--- src/rtl/shift_arbiter.sv ---
// shift_arbiter: round-robin arbiter sharing one stb/ack barrel shifter among num_req requesters
module shift_arbiter #(
    parameter int data_width = 64,
    parameter int num_req    = 4,
    localparam int idx_w     = $clog2(num_req)
) (
    input  logic                          clk,
    input  logic                          rst,
    input  logic [num_req-1:0]            req_stb,
    input  logic [num_req-1:0]            req_arith,
    input  logic [num_req-1:0]            req_left,
    input  logic [num_req*data_width-1:0] req_value,
    input  logic [num_req*data_width-1:0] req_shift,
    output logic [data_width-1:0]         req_out,
    output logic [num_req-1:0]            req_ack,
    output logic                          busy,
    output logic [idx_w-1:0]              gnt_idx,
    output logic                          sh_stb,
    output logic                          sh_arith,
    output logic                          sh_left,
    output logic [data_width-1:0]         sh_value,
    output logic [data_width-1:0]         sh_shift,
    input  logic [data_width-1:0]         sh_out,
    input  logic                          sh_ack
);
    typedef enum logic [1:0] {IDLE, ISSUE, WAIT, DONE} state_t;
    state_t                state_q, state_d;
    logic [idx_w-1:0]      ptr_q, ptr_d, gnt_q, gnt_d, win;
    logic                  sh_stb_q, sh_stb_d, arith_q, arith_d, left_q, left_d;
    logic [data_width-1:0] value_q, value_d, shift_q, shift_d, out_q, out_d;
    logic [num_req-1:0]    ack_q, ack_d;
    always_comb begin
        win = ptr_q;
        for (int k = num_req; k >= 1; k--)
            if (req_stb[(int'(ptr_q) + k) % num_req]) win = idx_w'((int'(ptr_q) + k) % num_req);
    end
    always_comb begin
        state_d  = state_q;
        ptr_d    = ptr_q;
        gnt_d    = gnt_q;
        sh_stb_d = sh_stb_q;
        arith_d  = arith_q;
        left_d   = left_q;
        value_d  = value_q;
        shift_d  = shift_q;
        out_d    = out_q;
        ack_d    = ack_q;
        unique case (state_q)
            IDLE: if (|req_stb) begin
                state_d  = ISSUE;
                ptr_d    = win;
                gnt_d    = win;
                sh_stb_d = 1'b1;
                arith_d  = req_arith[win];
                left_d   = req_left[win];
                value_d  = req_value[win*data_width +: data_width];
                shift_d  = req_shift[win*data_width +: data_width];
            end
            ISSUE: begin
                sh_stb_d = 1'b0;
                state_d  = WAIT;
            end
            WAIT: if (sh_ack) begin
                out_d        = sh_out;
                ack_d[gnt_q] = 1'b1;
                state_d      = DONE;
            end
            DONE: begin
                ack_d   = '0;
                state_d = IDLE;
            end
        endcase
    end
    always_ff @(posedge clk) begin
        if (rst) begin
            state_q  <= IDLE;
            ptr_q    <= idx_w'(num_req - 1);
            gnt_q    <= '0;
            sh_stb_q <= 1'b0;
            arith_q  <= 1'b0;
            left_q   <= 1'b0;
            value_q  <= '0;
            shift_q  <= '0;
            out_q    <= '0;
            ack_q    <= '0;
        end else begin
            state_q  <= state_d;
            ptr_q    <= ptr_d;
            gnt_q    <= gnt_d;
            sh_stb_q <= sh_stb_d;
            arith_q  <= arith_d;
            left_q   <= left_d;
            value_q  <= value_d;
            shift_q  <= shift_d;
            out_q    <= out_d;
            ack_q    <= ack_d;
        end
    end
    assign req_out  = out_q;
    assign req_ack  = ack_q;
    assign busy     = state_q != IDLE;
    assign gnt_idx  = gnt_q;
    assign sh_stb   = sh_stb_q;
    assign sh_arith = arith_q;
    assign sh_left  = left_q;
    assign sh_value = value_q;
    assign sh_shift = shift_q;
endmodule
--- config.mk ---
export PLATFORM = sky130hd
export DESIGN_NAME = shift_arbiter
export DESIGN_NICKNAME = d
export VERILOG_FILES = /design/src/rtl/shift_arbiter.sv
export SDC_FILE = /design/constraint.sdc
export NUM_CORES = 1
export LEC_CHECK = 0
export ABC_AREA = 1
export CAP_MARGIN = 20
export CORE_AREA = 2 2 307 309
export CTS_CLUSTER_DIAMETER = 150
export DETAILED_ROUTE_END_ITERATION = 8
export DIE_AREA = 0 0 309 311
export PLACE_DENSITY = 0.39
export SLEW_MARGIN = 20
export SYNTH_ARGS = -nofsm -noshare
export SYNTH_HDL_FRONTEND = slang
export SYNTH_SLANG_ARGS = --single-unit
--- constraint.sdc ---
create_clock -name clk -period 2.1 [get_ports clk]
set_input_delay 0.63 -clock clk [delete_from_list [all_inputs] [get_ports clk]]
set_output_delay 0.63 -clock clk [all_outputs]
set_load 0.02 [all_outputs]
# Word level (Yosys, flattened, before mapping)

Index checks and enable logic that the tools add are counted.

Register bits: 205
Memory bits (writable): 0
Latch bits: 0
Memories kept: 0
Memory bits (read-only): 0
Output and inout port bits: 202
Input bits: 591

Reductions and logical operators: 15
Bitwise logic cells: 5
Equality and inequality tests: 5
Add/sub/neg operators: 4
Shift operators: 2
Order comparisons: 7
Divide/modulo/power cells: 0
Muxes and demuxes: 29
$mul: 0

Operators by type and width:

| operator              | count |
|---|---|
| $shiftx A256 B9 Y64   | 2 |
| $lt A3 B4 Y1 const B  | 4 |
| $bmux W1 S2           | 6 |
| $mux W1               | 12 |
| $mux W2               | 6 |
| $reduce_and A2 Y1     | 5 |
| $pmux W2 S4           | 1 |
| $pmux W4 S2           | 1 |
| $reduce_or A2 Y1      | 4 |
| $lt A2 B3 Y1 const B  | 2 |
| $reduce_bool A2 Y1    | 3 |
| $add A2 B1 Y2 const B | 2 |
| $add A2 B2 Y2 const B | 2 |
| $and A1 B1 Y1 const A | 4 |
| $eq A2 B2 Y1 const B  | 2 |
| $mux W4               | 1 |
| $ne A2 B2 Y1 const B  | 2 |
| $or A4 B4 Y4          | 1 |
| $reduce_or A4 Y1      | 1 |
| $demux W1 S2          | 1 |
| $eq A2 B1 Y1 const B  | 1 |
| $ge A2 B1 Y1 const B  | 1 |
| $logic_not A2 Y1      | 1 |
| $pmux W1 S2           | 1 |
| $logic_and A1 B1 Y1   | 1 |

# Logic depth before layout (Yosys ltp)

Word-level depth: 12
Gate-level depth with buffers: 18
Depth with buffers taken out: 15

# Least setup slack after synthesis

Ideal clock, no wire load.

Path type: input to register
Start: input req_stb[3]
End: register value_q[49] (netlist: sh_value[49])
Stages on the path: 14
Path slack: 0.198 ns
Library setup time: 0.109 ns
Arrival time: 1.793 ns
Data required time: 1.991 ns
Path through: nand2_2 -> nand2_1 -> nand2_1 -> nand2_1 -> inv_2 -> nand2_1 -> nand2_2 -> buf_6 -> clkbuf_1 -> nand3b_1 -> nand3_1 -> nand3_1 -> nand2_1 -> inv_1

Longest elaborated chain between the ends: 8

Ends and longest elaborated chain:

| what                                        | RTL line | RTL |
|---|---|---|
| start, declared                             | 9        | `input logic [num_req-1:0] req_stb,` |
| $bmux W1 S2                                 | 35       | `if (req_stb[(int'(ptr_q) + k) % num_req]) win = idx_w'((int'(ptr_q) + k) % num_req);` |
| $mux W1 (implied by the code) (2 in series) | 35       |  |
| $mux W2 (4 in series)                       | 35       |  |
| $shiftx A256 B9 Y64                         | 56       | `value_d = req_value[win*data_width +: data_width];` |
| end signal, assigned                        | 93       | `value_q <= value_d;` |
| end, declared                               | 30       | `logic [data_width-1:0] value_q, value_d, shift_q, shift_d, out_q, out_d;` |

Parallel ways exist; a longest one is shown, timed or not. The select of a mux whose other input is x is not followed.
A chain may end at the register's enable or synchronous reset.

# Worst setup path after layout

Start: register ptr_q[0]
End: register arith_q (netlist: sh_arith)

Longest elaborated chain between the ends: 10

Ends and longest elaborated chain:

| what                                        | RTL line | RTL |
|---|---|---|
| start, declared                             | 28       | `logic [idx_w-1:0] ptr_q, ptr_d, gnt_q, gnt_d, win;` |
| start signal, assigned                      | 77       | `ptr_q <= idx_w'(num_req - 1);` |
| start signal, assigned                      | 88       | `ptr_q <= ptr_d;` |
| $add A2 B1 Y2                               | 35       |  |
| $bmux W1 S2                                 | 35       |  |
| $mux W1 (implied by the code) (2 in series) | 35       |  |
| $mux W2 (3 in series)                       | 35       |  |
| $mux W2 (*)                                 | 35       |  |
| $bmux W1 S2 (*)                             | 54       | `arith_d = req_arith[win];` |
| $mux W1 (implied by the code) (*)           | 54       |  |
| end signal, assigned                        | 91       | `arith_q <= arith_d;` |
| end, declared                               | 29       | `logic sh_stb_q, sh_stb_d, arith_q, arith_d, left_q, left_d;` |

Mark *: on every way between the ends. The rest lies on a longest branch, timed or not. The select of a mux whose other input is x is not followed.

==> metrics.md <==
| Metric | Value |
|---|---|
| Status | `finished, violations left` |
| Violated checks | `negative setup slack` |
| Most frequent cell after synthesis | `nand2_1` |
| Reg2Reg Depth | `17` |
| DRC Markers | `0` |
| Top post-synthesis cells by area | `dfxtp_1, nand2_1, nor2_1` |
| Final min period | `2160 ps` |
| Leak Pwr | `13.3 nW` |
| Chip Height | `311 um` |
| Clk root buf | `clkbuf_16` |
| Setup Skew | `11.4 ps` |
| WP data required | `2600 ps` |
| Area leader, netlist | `dfxtp_1` |
| Worst hold start | `req_ack[3]` |
| Total grt overflow | `0` |
| Post-CTS Hold Fix Bufs | `0` |
| Primary FF master, synth | `dfxtp_1` |
| Clock group share of total power | `11.8%` |
| Total number of vias | `17,000` |
| Fmax | `464 MHz` |
| CTS tree | `yes` |
| Total Wirelength | `88,700 um` |
| RSZ-0062 raised after global routing | `yes` |
| Worst Setup Start Kind | `register` |
| Worst hold stages | `2` |
| IO Count | `793` |
| Cell Int Power | `26.1 mW` |
| Post-route ant nets | `0` |
| Final period util | `103%` |
| Post-DP HPWL | `60,100 um` |
| Num CTS Buffers | `31` |
| Initial antenna violation count | `22` |
| Area growth syn-to-layout | `115%` |
| Asr flop ratio synth | `0%` |
| Final hold slack | `468 ps` |
| Worst slew pin tran | `607 ps` |
| Worst flop-to-flop path startpoint | `ptr_q[0]` |
| Max cap viols | `0` |
| Worst skew pair latency | `600 ps` |
| Number of synthesized flops with an enable pin | `0` |
| Clk sinks | `205` |
| Total power per unit cell area | `1810 mW/mm^2` |
| Max-slew violation count | `0` |
| Buffers added on ports | `792` |
| P_sw | `23.6 mW` |
| CTS Buffer Depth | `3` |
| Post-synth top area share | `32.1%` |
| Hold Path End | `req_ack[3]` |
| Pre-antenna DRT Iters | `5` |
| H-tree depth | `1` |
| Worst setup margin | `-57.4 ps` |
| CP Data Arrival Time | `2650 ps` |
| GRT Resource Usage Total | `17.3%` |
| Synth cell count leaders | `nand2_1, nor2_1, nand3_1` |
| Filler Cell Count | `10,300` |
| Syn avg cell area | `5.89 um^2` |
| Critical path class | `reg -> reg` |
| Starting DRT DRC Count | `894` |
| Layout Cells excl Fill | `4,325` |
| FF-to-FF setup slack | `-60 ps` |
| Routed WL per cell | `20.5 um` |
| # nets final | `3,625` |
| First-pass GRT wire length | `122,000 um` |
| YS warnings | `0` |
| Comb power frac | `76.3%` |
| Register area share after synthesis | `32.1%` |
| Mapped Area | `0.0128 mm^2` |
| Crit end category | `register` |
| Core Area | `0.0928 mm^2` |
| Fin. Hold Viols | `0` |
| Vias per inst | `3.94` |
| Sw Ratio | `47.4%` |
| Placed Instances | `4,164` |
| Total die area | `0.0961 mm^2` |
| Share of layout cells above drive strength 1 | `20.5%` |
| R2R Path End | `sh_arith` |
| Worst hold path class | `reg -> reg` |
| Register bit count reported by yosys | `205` |
| Worst VDD drop | `0.00142 V` |
| Largest net degree at the start of global routing | `83` |
| Die width | `309 um` |
| Initial Utilization | `13.8%` |
| Slew headroom | `59.5%` |
| Vias in the first global route | `17,500` |
| Crit path max fanout | `7` |
| Netlist cell types | `24` |
| Setup-failing EPs final | `27` |
| Syn_nets | `2,763` |
| Seq pwr share | `11.9%` |
| Core Rows | `112` |
| Clock-pin transition on the worst setup and hold timing paths | `60 ps` |
| RePlAce Congestion | `0.827` |
| Gate Count Post-Synth | `2,168` |
==> power groups by stage <==
stage / Clock [mW] / Combinational, mW / Sequential [mW]
after floorplan: 0 / 12.5 / 7.49
final: 5.86 / 37.9 / 5.94
after global routing: 6.22 / 40.9 / 6.11
after global placement: 0 / 25.8 / 6.04
after detailed placement: 0 / 25.7 / 6.05
after CTS: 6.12 / 35.7 / 5.95
==> cell usage in the layout, fill, tap and decap left out, types with 4 or more instances in the layout <==
cell             count
buf_4               56
inv_1              237
clkdlybuf4s50_1    585
buf_8               10
clkbuf_16           43
clkbuf_8             9
bufinv_16            5
nand3_4              6
nand3b_1            58
and3b_1             67
o21ai_0             70
diode_2             17
dlygate4sd2_1      187
a31oi_1              4
nand2_8              5
clkdlybuf4s15_1      4
buf_6               32
nand2_1            397
a21oi_1              5
nand3_1            139
dfxtp_1            202
nand2_2            100
nor2_1             462
buf_12              50
buf_16              36
inv_2                6
and3b_2              4
nand2_4             70
clkdlybuf4s15_2      6
nand3_2            165
==> layout make-up <==
type	count	area [um^2]	share of cell area (%)
repair inverters	1	11.3	0.0410
clock buffers	43	911	3.31
clock inverters	14	214	0.779
flip-flops and latches	205	4110	14.9
diodes	17	42.5	0.155
inverters	250	982	3.57
well taps	1254	1570	5.71
multi-input cells	1562	8780	32.0
repair buffers	979	10900	39.5
==> cell families (layout without fill, tap and decap cells) <==
| group | Yosys count | after routing | share of synthesized area [%] |
|---|---|---|---|
| AOI/OAI and AO/OA | 82 | 82 | 3.32 |
| adders and majority gates | 4 | 4 | 0.392 |
| buffers and inverters | 402 | 1287 | 13.1 |
| DFF | 205 | 205 | 32.1 |
| other | 0 | 17 | 0 |
| and+or+nand+nor | 1475 | 1476 | 51.1 |
==> worst max-delay path, cell delays in order (launching register included) <==
cell and delay, ps:
dfxtp_2 340, buf_6 120, clkinv_8 80, nand2_4 70, nand2_4 70, nand2_4 100
nand2_4 50, inv_4 70, nand3_4 120, nand2_8 150, buf_12 150, inv_16 50
buf_12 130, buf_12 130, buf_16 140, nand2_2 50, and3b_1 150, nor2_1 40
==> stage by stage <==
stage | utilization, % | area (um^2) | setup slack [ps] | TNS, ps | power [mW]
after CTS | 28.3 | 26200 | -143 | -8340 | 47.8
after global routing | 29.6 | 27500 | -179 | -10680 | 53.2
after global placement | 24.5 | 22800 | -928 | -115370 | 31.8
final | 29.6 | 27500 | -57.4 | -723 | 49.7
after detailed placement | 24.5 | 22800 | -903 | -112320 | 31.8
after floorplan | - | 12800 | 198 | 0 | 20.0
==> per-layer routing <==
metal,global-route usage [%],vias up,part of all wire (%),routed length (um)
met4,7.62,12,4.3,3820
met5,0,-,0.098,87
li1,-,8476,-,-
met2,30.3,556,50,44100
met1,19.6,7861,39,34600
met3,4.70,140,6.9,6090
==> state kept, by name (all words and copies together) (netlist names) <==
name / flops
state_q: 2
sh_shift: 64
sh_arith: 1
sh_left: 1
sh_stb: 1
gnt_idx: 2
ptr_q: 2
req_out: 64
req_ack: 4
sh_value: 64
==> worst max path at each step <==
stage	end	cells past startpoint	start	slack [ps]
2_1_floorplan	sh_value[49]	14	req_stb[3]	200
3_3_place_gp	sh_value[36]	10	req_stb[1]	-930
3_5_place_dp	sh_value[36]	10	req_stb[1]	-900
4_1_cts	sh_value[42]	19	ptr_q[0]	-140
5_1_grt	sh_arith	18	ptr_q[0]	-180
6_report	sh_arith	17	ptr_q[0]	-60
==> what timing repair did <==
action,4_1_cts,5_1_grt
pin swaps,79,131
cloned,39,13
endpoints found under the setup margin,329,134
buffers inserted,44,14
gates resized for setup,472,315
Note: power is estimated with default switching activity, not from simulation.
